$ cat config.mk
export PLATFORM = sky130hd
export DESIGN_NAME = adder_scheduler
export DESIGN_NICKNAME = d
export VERILOG_FILES = /design/src/rtl/adder_scheduler_pkg.sv /design/src/rtl/adder_scheduler_rr_arbiter.sv /design/src/rtl/adder_scheduler.sv
export SDC_FILE = /design/constraint.sdc
export NUM_CORES = 1
export LEC_CHECK = 0
export BUFFER_PORTS_ARGS = -buffer_cell sky130_fd_sc_hd__buf_2
export CORE_ASPECT_RATIO = 0.5
export CORE_MARGIN = 10
export CORE_UTILIZATION = 30
export CTS_CLUSTER_SIZE = 40
export DETAILED_ROUTE_END_ITERATION = 16
export GPL_TIMING_DRIVEN = 0
export MAX_ROUTING_LAYER = met4
export PLACE_DENSITY = 0.59
export SETUP_SLACK_MARGIN = 0.05
export SLEW_MARGIN = 15
export SYNTH_ARGS = -nofsm -noshare
export SYNTH_HDL_FRONTEND = slang
export SYNTH_SLANG_ARGS = --single-unit
$ cat constraint.sdc
create_clock -name clk -period 1.6 [get_ports clk]
set_input_delay 0.4 -clock clk [delete_from_list [all_inputs] [get_ports clk]]
set_output_delay 0.4 -clock clk [all_outputs]
set_load 0.005 [all_outputs]
$ cat src/rtl/adder_scheduler_pkg.sv
// Shared types and default widths for the adder scheduler and its arbiter.
package adder_scheduler_pkg;

  typedef enum logic [1:0] {
    IDLE  = 2'd0,
    ISSUE = 2'd1,
    WAIT  = 2'd2,
    RESP  = 2'd3
  } state_e;

  localparam int unsigned DEFAULT_A_W = 4;
  localparam int unsigned DEFAULT_C_W = 7;

endpackage

$ cat src/rtl/adder_scheduler_rr_arbiter.sv
// Combinational round-robin pick: lowest requester at or above ptr, else lowest overall.
module rr_arbiter #(
  parameter int unsigned N = 4,
  parameter int unsigned W = 2
) (
  input  logic [N-1:0] req,
  input  logic [W-1:0] ptr,
  output logic [N-1:0] grant,
  output logic [W-1:0] grant_idx,
  output logic         grant_valid
);

  logic [N-1:0] masked;
  logic         found;

  always_comb begin
    masked      = '0;
    grant       = '0;
    grant_idx   = '0;
    found       = 1'b0;
    for (int i = 0; i < N; i++) begin
      masked[i] = req[i] && (W'(i) >= ptr);
    end
    // Masked pass covers ptr..N-1; the unmasked pass supplies the wrap to 0..ptr-1.
    for (int i = 0; i < N; i++) begin
      if (masked[i] && !found) begin
        grant[i]  = 1'b1;
        grant_idx = W'(i);
        found     = 1'b1;
      end
    end
    for (int i = 0; i < N; i++) begin
      if (req[i] && !found) begin
        grant[i]  = 1'b1;
        grant_idx = W'(i);
        found     = 1'b1;
      end
    end
    grant_valid = found;
  end

endmodule

$ cat src/rtl/adder_scheduler.sv
// Round-robin scheduler sharing one registered adder among NUM_REQ requesters,
// returning each sum tagged with the owning requester index.
module adder_scheduler
  import adder_scheduler_pkg::*;
#(
  parameter int unsigned NUM_REQ = 4,
  parameter int unsigned A_W     = DEFAULT_A_W,
  parameter int unsigned C_W     = DEFAULT_C_W,
  parameter int unsigned ADD_LAT = 1,
  parameter int unsigned ID_W    = $clog2(NUM_REQ)
) (
  input  logic                   clk,
  input  logic                   reset,
  input  logic [NUM_REQ-1:0]     req_valid,
  output logic [NUM_REQ-1:0]     req_ready,
  input  logic [NUM_REQ*A_W-1:0] req_a,
  input  logic [NUM_REQ*A_W-1:0] req_b,
  output logic [A_W-1:0]         add_a,
  output logic [A_W-1:0]         add_b,
  output logic                   add_valid,
  input  logic [C_W-1:0]         add_c,
  output logic                   rsp_valid,
  input  logic                   rsp_ready,
  output logic [C_W-1:0]         rsp_c,
  output logic [ID_W-1:0]        rsp_id,
  output logic                   busy
);

  localparam int unsigned CNT_W = $clog2(ADD_LAT + 1);

  if (C_W < A_W + 1 || ADD_LAT < 1 || NUM_REQ < 2 || NUM_REQ > 16) begin : g_param_check
    $error("adder_scheduler: illegal parameter combination");
  end

  state_e             state;
  logic [ID_W-1:0]    ptr;
  logic [CNT_W-1:0]   cnt;
  logic [NUM_REQ-1:0] grant;
  logic [ID_W-1:0]    grant_idx;
  logic               grant_valid;
  logic [ID_W-1:0]    next_ptr;
  logic [A_W-1:0]     sel_a;
  logic [A_W-1:0]     sel_b;

  rr_arbiter #(
    .N (NUM_REQ),
    .W (ID_W)
  ) u_arb (
    .req         (req_valid),
    .ptr         (ptr),
    .grant       (grant),
    .grant_idx   (grant_idx),
    .grant_valid (grant_valid)
  );

  // Grant is offered only in IDLE and never while reset is being applied.
  assign req_ready = (state == IDLE && reset) ? grant : '0;
  assign next_ptr  = (grant_idx == ID_W'(NUM_REQ - 1)) ? '0 : grant_idx + ID_W'(1);

  always_comb begin
    sel_a = '0;
    sel_b = '0;
    for (int i = 0; i < NUM_REQ; i++) begin
      if (grant[i]) begin
        sel_a = req_a[i*A_W +: A_W];
        sel_b = req_b[i*A_W +: A_W];
      end
    end
  end

  // add_a/add_b double as the operand registers: loaded on accept, cleared after ISSUE.
  always_ff @(posedge clk) begin
    if (!reset) begin
      state     <= IDLE;
      ptr       <= '0;
      cnt       <= '0;
      add_a     <= '0;
      add_b     <= '0;
      add_valid <= 1'b0;
      rsp_valid <= 1'b0;
      rsp_c     <= '0;
      rsp_id    <= '0;
      busy      <= 1'b0;
    end else begin
      case (state)
        IDLE: begin
          if (grant_valid) begin
            add_a     <= sel_a;
            add_b     <= sel_b;
            add_valid <= 1'b1;
            rsp_id    <= grant_idx;
            ptr       <= next_ptr;
            busy      <= 1'b1;
            state     <= ISSUE;
          end
        end
        ISSUE: begin
          add_valid <= 1'b0;
          add_a     <= '0;
          add_b     <= '0;
          cnt       <= CNT_W'(ADD_LAT);
          state     <= WAIT;
        end
        WAIT: begin
          cnt <= cnt - CNT_W'(1);
          if (cnt == CNT_W'(1)) begin
            rsp_c     <= add_c;
            rsp_valid <= 1'b1;
            state     <= RESP;
          end
        end
        RESP: begin
          if (rsp_ready) begin
            rsp_valid <= 1'b0;
            busy      <= 1'b0;
            state     <= IDLE;
          end
        end
        default: state <= IDLE;
      endcase
    end
  end

endmodule

=== Word level (Yosys, flattened, before mapping) ===
Cells that the tools add are included.
W data, S select, Z words.

* $add $sub $neg: 2
* Multipliers: 0
* Divide/modulo/power cells: 0
* $lt $le $gt $ge: 4
* Equal/unequal tests: 7
* Shift-type cells: 0
* Muxes and demuxes: 47
* Bitwise operators: 0
* Reduce and logical (&&, ||, !) cells: 30

{| class="wikitable"
|+ Operators by type and width
! operator !! number
|-
| $mux W4 || 11
|-
| $mux W2 || 10
|-
| $mux W1 || 19
|-
| $pmux W4 S2 || 2
|-
| $logic_and A1 B1 Y1 || 12
|-
| $reduce_and A3 Y1 || 3
|-
| $pmux W1 S2 || 4
|-
| $pmux W2 S4 || 1
|-
| $reduce_bool A2 Y1 || 4
|-
| $logic_not A1 Y1 || 7
|-
| $eq A2 B2 Y1 const B || 3
|-
| $ne A2 B2 Y1 const B || 3
|-
| $reduce_and A2 Y1 || 3
|-
| $ge A1 B2 Y1 const A || 2
|-
| $ge A2 B2 Y1 const A || 2
|-
| $add A2 B1 Y2 const B || 1
|-
| $eq A2 B1 Y1 const B || 1
|-
| $logic_not A2 Y1 || 1
|-
| $sub A1 B1 Y1 const B || 1
|}

* Register bits: 25
* Latch bits: 0
* Memory bits (writable): 0
* Bits in read-only memories: 0
* Input port bits: 46
* Output and inout port bits: 24
* Logic and storage cells: 100
* Memories kept: 0

=== Logic depth before layout (Yosys ltp) ===
Gate-level depths: netlist of run 1.

* Depth in word-level cells: 27
* Mapped depth: 7
* Mapped depth without buffers: 6

=== By module ===
From an unflattened synthesis of run 1, not the netlist that was laid out.

* Cells, all modules: 178
* Area, all modules: 1550.2 sq um

{| class="wikitable"
|+ Modules (own cells, without submodules)
! module !! times used !! cells each !! area an instance (sq um) !! sequential area each (sq um)
|-
| adder_scheduler || 1 || 149 || 1373.8 || 500.5
|-
| rr_arbiter || 1 || 29 || 176.4 || 0.0
|}

=== Least setup slack after synthesis of run 1 ===
No wires, ideal clock.

* Kind: in2out
* Start point: input port req_valid[1]
* End point: output port req_ready[2]
* Arrival time: 1.186 ns
* Required time: 1.200 ns
* Setup slack: 0.014 ns
* Stages: 6
* Buffers on the path: 2
* Path through: buf_6 nor3_1 a221oi_2 nand2b_1 buf_4 nor2_1

* Longest elaborated chain between the ends: 19
* Elaborated cells on any way between the ends: 20
* Those cells by class: mux (8); reduce/logical (12)

{| class="wikitable"
|+ Ends and longest elaborated chain
! element !! RTL line !! text
|-
| from (decl) || adder_scheduler.sv:14 || <nowiki>input logic [NUM_REQ-1:0] req_valid,</nowiki>
|-
| $logic_and A1 B1 Y1 || adder_scheduler_rr_arbiter.sv:22 || <nowiki>masked[i] = req[i] && (W'(i) >= ptr);</nowiki>
|-
| $logic_and A1 B1 Y1 || adder_scheduler_rr_arbiter.sv:26 || <nowiki>if (masked[i] && !found) begin</nowiki>
|-
| $mux W1 || adder_scheduler_rr_arbiter.sv:26 ||
|-
| $logic_not A1 Y1 || adder_scheduler_rr_arbiter.sv:26 ||
|-
| $logic_and A1 B1 Y1 || adder_scheduler_rr_arbiter.sv:26 ||
|-
| $mux W1 || adder_scheduler_rr_arbiter.sv:26 ||
|-
| $logic_not A1 Y1 || adder_scheduler_rr_arbiter.sv:26 ||
|-
| $logic_and A1 B1 Y1 || adder_scheduler_rr_arbiter.sv:26 ||
|-
| [3 not listed] || - ||
|-
| $mux W1 || adder_scheduler_rr_arbiter.sv:33 || <nowiki>if (req[i] && !found) begin</nowiki>
|-
| $logic_not A1 Y1 || adder_scheduler_rr_arbiter.sv:33 ||
|-
| $logic_and A1 B1 Y1 || adder_scheduler_rr_arbiter.sv:33 ||
|-
| $mux W1 || adder_scheduler_rr_arbiter.sv:33 ||
|-
| $logic_not A1 Y1 || adder_scheduler_rr_arbiter.sv:33 ||
|-
| $logic_and A1 B1 Y1 || adder_scheduler_rr_arbiter.sv:33 ||
|-
| $mux W1 (*) || adder_scheduler_rr_arbiter.sv:33 ||
|-
| $mux W4 (*) || adder_scheduler.sv:57 || <nowiki>assign req_ready = (state == IDLE && reset) ? grant : '0;</nowiki>
|-
| to (decl) || adder_scheduler.sv:15 || <nowiki>output logic [NUM_REQ-1:0] req_ready,</nowiki>
|}

Mark *: on every way between the ends. The rest lies on a longest branch, timed or not.

=== Worst setup path after layout of run 1 ===
* Start point: register ptr[1]
* End point: output port req_ready[3]

* Longest elaborated chain between the ends: 25
* Elaborated cells on any way between the ends: 32
* Those cells by class: order compare (4); mux (10); reduce/logical (18)

{| class="wikitable"
|+ Ends and longest elaborated chain
! element !! RTL line !! text
|-
| from (decl) || adder_scheduler.sv:36 || <nowiki>logic [ID_W-1:0] ptr;</nowiki>
|-
| from (signal assigned) || adder_scheduler.sv:92 || <nowiki>ptr <= next_ptr;</nowiki>
|-
| $ge A1 B2 Y1 || adder_scheduler_rr_arbiter.sv:22 ||
|-
| $logic_and A1 B1 Y1 || adder_scheduler_rr_arbiter.sv:22 ||
|-
| $mux W1 || adder_scheduler_rr_arbiter.sv:26 ||
|-
| $logic_not A1 Y1 || adder_scheduler_rr_arbiter.sv:26 ||
|-
| $logic_and A1 B1 Y1 || adder_scheduler_rr_arbiter.sv:26 ||
|-
| $mux W1 || adder_scheduler_rr_arbiter.sv:26 ||
|-
| $logic_not A1 Y1 || adder_scheduler_rr_arbiter.sv:26 ||
|-
| $logic_and A1 B1 Y1 || adder_scheduler_rr_arbiter.sv:26 ||
|-
| [9 not listed] || - ||
|-
| $mux W1 || adder_scheduler_rr_arbiter.sv:33 ||
|-
| $logic_not A1 Y1 || adder_scheduler_rr_arbiter.sv:33 ||
|-
| $logic_and A1 B1 Y1 || adder_scheduler_rr_arbiter.sv:33 ||
|-
| $mux W1 || adder_scheduler_rr_arbiter.sv:33 ||
|-
| $logic_not A1 Y1 || adder_scheduler_rr_arbiter.sv:33 ||
|-
| $logic_and A1 B1 Y1 || adder_scheduler_rr_arbiter.sv:33 ||
|-
| $mux W1 (*) || adder_scheduler_rr_arbiter.sv:33 ||
|-
| $mux W4 (*) || adder_scheduler.sv:57 ||
|}

Marked as above.

==> flow_summary.ini, run 1 <==
[synth]
synth_edf_count = 0
yosysTopAreaCell = dfxtp_1
synthesis.area_mm2 = 0.00142
yosys.area_share.simple_pct = 21.8
yosys-top-cells-area = dfxtp_1 (35%), a21oi_1 (5.6%), a221oi_1 (4.9%)
synth_xor_area_share_pct = 0
yosysMostFrequentCell = dfxtp_1
synthDistinctLibCells = 39
netlist_instances = 166
synth-compound-area-share_pct = 31.2
avgSynthCellArea_um2 = 8.55
yosys.area.top_type_share_pct = 35.2
yosys_most_used_dff = dfxtp_1
ys_ff_latch = 25
ys_seq_area_share_pct = 35.2
ys_async_sr_fraction_pct = 0
muxShareOfSynthArea_pct = 0
synth_top_family_by_area = compound AO/OA/AOI/OAI gates
synth_nets = 217
synth_commonest_cells = dfxtp_1 (25), nand2_1 (18), nor2_1 (17), a21oi_1 (16)
synth_adder_area_share_pct = 4.41
yosysWarnings = 0

[sta]
hold_slack_ns = 0.374
hold_viol_final = 0
fin_crit_ns = 1.80
rsz0062_at_grt = true
relSlewSlack_pct = 54.4
max_freq_mhz = 555
worstMarginPinSlew_ns = 0.684
timing.final.crit_share_pct = 113
fin_skew_ns = 0.00902
finalMaxSlewViolations = 0
setup_violations = 9
tns_ns = -0.815
setup_ws_ns = -0.203

[floorplanning]
dieArea_mm2 = 0.00805
ioPinCount = 70
start_util_pct = 31.6
fp.dieH_um = 68.7
row_count = 17
core_region_area_mm2 = 0.00449
die_width_um = 117

[job]
drv_cap = 0

[setup_path]
crit_required_ns = 1.20
worstPathArrival_ns = 1.40
path_max_fanout = 2
end_kind = output pin
critPathKind = reg2out
crit_path_start_kind = flop

[drt]
antenna_left = 0
drc = 0
num_vias = 1700
vias_per_cell = 5.14
routed_wl_um = 5800
wl_per_cell_um = 17.5
first_iter_violations = 92
drt-pass1-iter-count = 4

[power_and_ir_drop]
fin_total_pwr_mw = 3.98
irDropWorstVdd_uv = 506
p_leak_nw = 1.06
p_per_area_mw_per_mm2 = 1620

[grt]
grt_max_degree = 17
grt_pass1_vias = 1639
grt.overflow.total = 0
busiest_layer = met2
use_met3_pct = 2.19
antenna_found_initial = 0
grt_first_pass_wirelength_um = 8180
grt_use_total_pct = 12.7
use_met2_pct = 21.9
gr-usage-met1_pct = 15.5

[place]
gp_congestion = 0.800
place_ws_ns = -0.256
hpwl_um = 3730
port_buffers = 66
placed_area_mm2 = 0.00184

[clock_tree]
insertion_delay_ns = 0.28
htreeDepth = 1
clk_path_buf_depth = 2
clock_sinks = 25
numCtsBuffers = 3
tritoncts = done
clk_pin_slew_ns = 0.10
cts-root-buf = clkbuf_8

[finish]
stdcell_area_mm2 = 0.00247
areaGrowthSynthToFinish_pct = 73.7
drive_above_1_share_pct = 60.4
n_antenna_cell = 0
nets = 317

[run_status]
status = finished with violations
violations = setup timing

[min_path]
hold_class = in2reg
## kinds of logic after synthesis
kind of cell / after synthesis
AO/OA/AOI/OAI: 59
AND/OR/NAND/NOR: 58
flip-flops: 25
buffers and inverters: 19
adder cells (fa/ha/maj): 5
## area by class of cell
type,instances,area [um^2]
plain buffers,11,95.1
clock buffers,3,41.3
clock inverters,1,8.76
fillers,400,2020
inverters,7,31.3
multi-input cells,123,1110
flip-flops and latches,25,513
well taps,66,82.6
repair buffers,95,579
## power by group
group / internal (mW) / leakage [nW] / switching [mW]
combinational: 1.31 / 0.826 / 1.28
clock: 0.183 / 0.0261 / 0.224
sequential: 0.838 / 0.207 / 0.149
total: 2.33 / 1.06 / 1.66
## flip-flops by register name (all words and copies together), names as in the netlist, 2 cells and up
register / count
rsp_c: 7
add_a: 4
add_b: 4
ptr: 2
rsp_id: 2
state: 2
## layer usage
metal,up-vias,part of all wire [%]
li1,827,-
met1,813,44
met2,47,52
met3,13,3.1
met4,0,1.7
met5,-,0
## metrics by stage
stage / utilization (%) / instances
after floorplan: - / 166
after CTS: 47.8 / 317
after global placement: 41.0 / 298
after detailed placement: 41.0 / 298
final: 54.9 / 331
after global routing: 54.9 / 331
## repair_timing
item | in CTS | in global routing
hold endpoints to repair | 0 | 0
pin swaps | 15 | 20
setup endpoints to repair | 15 | 25
gates resized for setup | 34 | 43
cloned | 2 | 0
hold buffers | 0 | 0
setup buffers | 20 | 18
## path summary, 6_finish.rpt
path | from | endpoint | slack (ns) | cells past startpoint
worst max-delay path | ptr[1]$_SDFFE_PN0P_ | req_ready[3] | -0.20 | 6
worst min-delay path | add_c[6] | rsp_c[6]$_SDFFE_PN0P_ | 0.37 | 3
worst max register to register | state[0]$_SDFFE_PN0P_ | state[0]$_SDFFE_PN0P_ | -0.05 | 8
worst min register to register | rsp_c[6]$_SDFFE_PN0P_ | rsp_c[6]$_SDFFE_PN0P_ | 0.46 | 2
## worst max-delay path, stage by stage (launching register included)
cell,delay [ns]
dfxtp_2,0.33
inv_1,0.10
a21oi_2,0.06
o221a_1,0.25
buf_6,0.13
nor2b_2,0.14
buf_2,0.12
## cells in the final DEF (no fill, tap or decap), types with 2 or more instances in the layout
cell / synthesis / routed
a221oi_2: 1 / 4
a32oi_1: 8 / 8
nand2_1: 18 / 16
dfxtp_4: 0 / 3
nand3_1: 7 / 7
ha_1: 5 / 2
o32ai_1: 8 / 2
o211a_1: 2 / 2
o21ai_0: 4 / 3
a21oi_1: 16 / 12
nor2_4: 1 / 3
a221oi_4: 0 / 5
a211oi_2: 0 / 2
nand2b_4: 1 / 3
nand2_2: 0 / 2
inv_4: 0 / 2
buf_4: 2 / 23
nor2_1: 17 / 14
o32ai_2: 0 / 6
dfxtp_1: 25 / 21
buf_6: 3 / 12
nor2_2: 1 / 3
inv_1: 6 / 4
nor3_2: 0 / 2
clkbuf_8: 0 / 3
nor2b_1: 4 / 2
ha_4: 0 / 3
buf_2: 3 / 66
clkbuf_1: 3 / 2
a21oi_2: 1 / 5
(Power assumes the default switching activity.)
==> inputs of run 2 (changes only) <==
--- a/config.mk
+++ b/config.mk
@@ -14,6 +14,7 @@
 export GPL_TIMING_DRIVEN = 0
 export MAX_ROUTING_LAYER = met4
 export PLACE_DENSITY = 0.59
+export RECOVER_POWER = 50
 export SETUP_SLACK_MARGIN = 0.05
 export SLEW_MARGIN = 15
 export SYNTH_ARGS = -nofsm -noshare
==> run 2 against run 1 <==
- the run still ends with setup timing left
- die area unchanged
- clock power barely moved
- worst setup slack got worse by 0.0015 ns
- flip-flop and latch count unchanged
- largest power group unchanged
- cell count unchanged
==> flow_summary.ini, run 2 (same netlist as run 1, synthesis figures left out) <==
[run_status]
status = finished with violations
violations = setup timing

[setup_path]
end_kind = output pin
critPathKind = reg2out
crit_path_start_kind = flop
ff2ff_setup_slack_ns = -0.03
worstPathArrival_ns = 1.40
crit_required_ns = 1.20
path_max_fanout = 2

[finish]
areaGrowthSynthToFinish_pct = 72.2
final_cell_mix = buf_2 (52), buf_4 (22), dfxtp_1 (21), clkbuf_1 (17), nand2_1 (16)
mostFrequentLayoutCell = buf_2
final_cell_count_no_fill = 331
largest_registers = rsp_c: 7 flops, add_a: 4 flops, add_b: 4 flops
regMostFlops = rsp_c
drive_above_1_share_pct = 54.7
n_antenna_cell = 0
nets = 317
stdcell_area_mm2 = 0.00244
utilization_pct = 54.5
largest_reg_flops = 7

[min_path]
hold_class = in2reg

[floorplanning]
start_util_pct = 31.6
dieArea_mm2 = 0.00805
ioPinCount = 70
fp.dieH_um = 68.7
core_region_area_mm2 = 0.00449
die_width_um = 117
row_count = 17

[place]
placed_area_mm2 = 0.00184
hpwl_um = 3730
gp_congestion = 0.800
port_buffers = 66
placed_cells = 298

[power_and_ir_drop]
p_sw_mw = 1.66
p_leak_nw = 0.996
clkPwrFrac_pct = 10.2
p_comb_share_pct = 64.8
internal-power_mw = 2.30
p_per_area_mw_per_mm2 = 1620
sequentialPowerShare_pct = 25.0
swShare_pct = 41.9
irDropWorstVdd_uv = 506
fin_total_pwr_mw = 3.96

[clock_tree]
insertion_delay_ns = 0.28
holdBufCountCts = 0
tritoncts = done
htreeDepth = 1
clk_path_buf_depth = 2
cts-root-buf = clkbuf_8
numCtsBuffers = 3
clk_pin_slew_ns = 0.10
clock_sinks = 25

[grt]
grt_max_degree = 17
antenna_found_initial = 0
grt.overflow.total = 0
grt_pass1_vias = 1639
grt_use_total_pct = 12.7
grt_first_pass_wirelength_um = 8180

[sta]
relSlewSlack_pct = 53.3
fin_skew_ns = 0.00998
timing.final.crit_share_pct = 113
fin_crit_ns = 1.80
finalMaxSlewViolations = 0
rsz0062_at_grt = true
tns_ns = -0.755
hold_viol_final = 0
setup_ws_ns = -0.204
setup_violations = 9
max_freq_mhz = 554
worstMarginPinSlew_ns = 0.700

[drt]
drc = 0
drt-pass1-iter-count = 4
antenna_left = 0
routed_wl_um = 5810
wl_per_cell_um = 17.6
first_iter_violations = 91
num_vias = 1710
vias_per_cell = 5.17

[job]
drv_cap = 0
==> run 2: final cells by class <==
class,count,area (um^2)
buffer,11,95.1
fill,410,2040
clock buffer,3,41.3
tap,66,82.6
clock inverter,1,8.76
inverter,7,31.3
sequential,25,513
multi-input combinational,123,1110
timing repair buffer,95,558
==> run 2: stage by stage <==
stage / hold WS [ns] / setup slack, ns
2_1_floorplan: 0.448 / 0.0309
3_3_place_gp: 0.441 / -0.216
3_5_place_dp: 0.453 / -0.256
4_1_cts: 0.371 / -0.263
5_1_grt: 0.378 / -0.287
6_report: 0.374 / -0.204
==> run 2: power by group through the flow <==
stage | logic, mW | registers, mW | clock network (mW)
final | 2.57 | 0.991 | 0.406
after detailed placement | 1.44 | 0.954 | 0
after global placement | 1.42 | 0.946 | 0
after CTS | 1.91 | 0.961 | 0.418
after global routing | 2.77 | 1.02 | 0.457
after floorplan | 0.966 | 0.955 | 0
==> run 2: path summary, 6_finish.rpt <==
kind,start,to,cells after the start
max,ptr[1]$_SDFFE_PN0P_,req_ready[3],6
min,add_c[6],rsp_c[6]$_SDFFE_PN0P_,3
max reg2reg,ptr[1]$_SDFFE_PN0P_,rsp_id[0]$_SDFFE_PN0P_,7
min reg2reg,rsp_c[6]$_SDFFE_PN0P_,rsp_c[6]$_SDFFE_PN0P_,2
==> run 2: what timing repair did <==
action	CTS	global route
pin swaps	15	20
endpoints found under the setup margin	15	25
buffers inserted	20	18
cloned	2	0
resized for setup	34	43
==> run 2: metal layers <==
layer / wire length (um) / vias up / GRT usage, %
li1: - / 827 / -
met1: 2450 / 809 / 15.5
met2: 3040 / 65 / 21.9
met3: 254 / 9 / 2.19
met4: 63 / 0 / 2.79
met5: 0 / - / -
==> run 2: worst max-delay path: stages (launching register included) <==
cell     delay, ns
dfxtp_2       0.33
inv_1         0.10
a21oi_2       0.06
o221a_1       0.25
buf_6         0.13
nor2b_2       0.14
buf_2         0.12
==> inputs of run 3 (changes only) <==
--- a/config.mk
+++ b/config.mk
@@ -13,10 +13,11 @@
 export DETAILED_ROUTE_END_ITERATION = 16
 export GPL_TIMING_DRIVEN = 0
 export MAX_ROUTING_LAYER = met4
-export PLACE_DENSITY = 0.59
+export PLACE_DENSITY = 0.58
 export RECOVER_POWER = 50
 export SETUP_SLACK_MARGIN = 0.05
 export SLEW_MARGIN = 15
 export SYNTH_ARGS = -nofsm -noshare
 export SYNTH_HDL_FRONTEND = slang
+export SYNTH_HIERARCHICAL = 1
 export SYNTH_SLANG_ARGS = --single-unit
==> run 3 against run 2 <==
- the run still ends with setup timing left
- clock power barely moved
- total power fell by 13%
- die area rose by 7.0%
- largest cell class unchanged
==> flow_summary.ini, run 3 <==
[finish]
mostFrequentLayoutCell = buf_2
multiInputGateArea_mm2 = 0.00115
final_cell_count_no_fill = 337
stdcell_area_mm2 = 0.00241
largest_reg_flops = 7
largest_registers = rsp_c: 7 flops, add_a: 4 flops, add_b: 4 flops
n_antenna_cell = 0
areaGrowthSynthToFinish_pct = 55.2
final_cell_mix = buf_2 (54), dfxtp_1 (21), clkbuf_1 (18), nand2_1 (14), a21oi_1 (14)
regMostFlops = rsp_c
fillerInstances = 511
drive_above_1_share_pct = 46.4
nets = 319
seqCellArea_um2 = 510

[sta]
tns_ns = -3.34
worstMarginPinSlew_ns = 0.508
finalMaxSlewViolations = 0
max_freq_mhz = 514
rsz0062_at_grt = true
setup_violations = 13
timing.final.crit_share_pct = 122
setup_ws_ns = -0.346
fin_crit_ns = 1.95
hold_viol_final = 0
relSlewSlack_pct = 66.1
fin_skew_ns = 0.00571

[setup_path]
path_buf_inv = 3
end_kind = output pin
critical-path-slowest-cell = dfxtp_4
max_stage_delay_ns = 0.42
ff2ff_path_depth = 9
critPathKind = reg2out
crit_required_ns = 1.20
worstPathArrival_ns = 1.55
cp_common_cell = buf_6
crit_path_start_kind = flop
cp_top_family = flip-flops
path_max_fanout = 6
worstSetupPathDepth = 6
crit_chain = buf_6 > nor2_2 > o31a_1 > buf_6 > and3_4 > buf_6

[synth]
synth_commonest_cells = dfxtp_1 (25), a21oi_1 (15), nand2_1 (15), o21ai_0 (13), nand3_1 (12)
synthesis.area_mm2 = 0.00155
ys_ff_latch = 25
netlist_instances = 178
muxShareOfSynthArea_pct = 0.646
yosys_most_used_dff = dfxtp_1
synthDistinctLibCells = 42
synth_nets = 229
synth_adder_area_share_pct = 4.04
ys_seq_area_share_pct = 32.3
yosys.area_share.simple_pct = 28.8
synth_xor_area_share_pct = 0
yosys-top-cells-area = dfxtp_1 (32%), a2111oi_2 (6.8%), a21oi_1 (4.8%)
synth-compound-area-share_pct = 28.4
synth_edf_count = 0
avgSynthCellArea_um2 = 8.71
yosysMostFrequentCell = dfxtp_1
ys_async_sr_fraction_pct = 0
synth_top_family_by_area = simple AND/OR/NAND/NOR gates
yosysTopAreaCell = dfxtp_1
yosys.area.top_type_share_pct = 32.3
yosysWarnings = 6

[drt]
met2WireLength_um = 2600
wl_met3_um = 247
drc = 0
num_vias = 1679
antenna_left = 0
routed_wl_um = 5290
wl_per_cell_um = 15.7
first_iter_violations = 91
vias_per_cell = 4.98
drt-met1-wl_um = 2380
dr.max_layer_used = met4
drt-pass1-iter-count = 4

[floorplanning]
die_width_um = 122
start_util_pct = 31.3
core_region_area_mm2 = 0.00495
dieArea_mm2 = 0.00862
ioPinCount = 70
row_count = 18
fp.dieH_um = 70.8

[place]
gp_congestion = 0.755
port_buffers = 69
placed_cells = 317
hpwl_um = 3880
placed_area_mm2 = 0.00201

[run_status]
status = finished with violations
violations = setup timing

[power_and_ir_drop]
p_leak_nw = 1.03
p_per_area_mw_per_mm2 = 1440
fin_total_pwr_mw = 3.46
irDropWorstVdd_uv = 542

[clock_tree]
clk_path_buf_depth = 2
insertion_delay_ns = 0.27
holdBufCountCts = 0
cts-root-buf = clkbuf_8
htreeDepth = 1
clock_sinks = 25
clk_pin_slew_ns = 0.10
tritoncts = done
numCtsBuffers = 3

[min_path]
hold_class = in2reg
whs_path_depth = 3

[job]
drv_cap = 0

[grt]
grt_max_degree = 17
grt_pass1_vias = 1674
grt_first_pass_wirelength_um = 8380
grt.overflow.total = 0
grt_use_total_pct = 11.9
antenna_found_initial = 0
run 3: changes by cell type after synthesis, moves of 5 or more:
cell and delta:
o21ai_0 +9, and3b_1 +8, o2bb2ai_1 +8, o32ai_1 -8
a2111oi_2 +7, a221oi_1 -7, a32oi_1 -7, nor2_1 -7
and3_1 +5, and4bb_2 +5, nand3_1 +5
run 3: metrics by stage:
stage,setup slack (ns),utilization [%],hold slack [ns]
floorplan,-0.0618,-,0.437
global placement,-0.430,40.6,0.442
detailed placement,-0.434,40.6,0.448
CTS,-0.346,46.1,0.356
global route,-0.419,48.6,0.348
finish,-0.346,48.6,0.366
run 3: kinds of logic (layout without fill, tap and decap cells):
logic type	Yosys count	in the layout
buf+inv	18	107
compound gates	57	57
simple gates	72	72
fa+ha+maj	5	5
mux	1	1
flops	25	25
run 3: final cells by class:
type | instances | share of cell area (%)
multi-input combinational | 135 | 48.0
timing repair buffer | 87 | 20.8
clock buffer | 3 | 1.72
sequential | 25 | 21.2
inverter | 7 | 1.20
tap | 70 | 3.64
buffer | 9 | 3.07
clock inverter | 1 | 0.364
run 3: routing by layer:
layer / GRT usage [%] / up-vias
met5: - / -
met4: 2.37 / 0
met3: 2.69 / 4
met2: 20.5 / 39
met1: 14.0 / 789
li1: - / 847
run 3: worst paths after layout:
check                   startpoint               endpoint  slack, ns
max            ptr[0]$_SDFFE_PN0P_           req_ready[2]      -0.35
min                       add_c[0]  rsp_c[0]$_SDFFE_PN0P_       0.37
max reg2reg    ptr[0]$_SDFFE_PN0P_  add_a[3]$_SDFFE_PN0P_      -0.31
min reg2reg  rsp_c[2]$_SDFFE_PN0P_  rsp_c[2]$_SDFFE_PN0P_       0.46
run 3: tightest hold or removal path: cells and delay by family:
kind,cells,cell delay (ns)
simple gates,1,0.05
buf+inv,1,0.10
compound gates,1,0.05
run 3: power breakdown:
part	internal, mW	total (mW)	switching [mW]
Combinational	1.10	2.08	0.979
Sequential	0.824	0.978	0.154
Clock	0.183	0.404	0.222
run 3: timing repair:
action | 4_1_cts | 5_1_grt
pin swaps | 9 | 8
hold endpoints to repair | 0 | 0
setup buffers | 11 | 7
resized for setup | 25 | 26
setup endpoints to repair | 12 | 15
cloned | 0 | 1
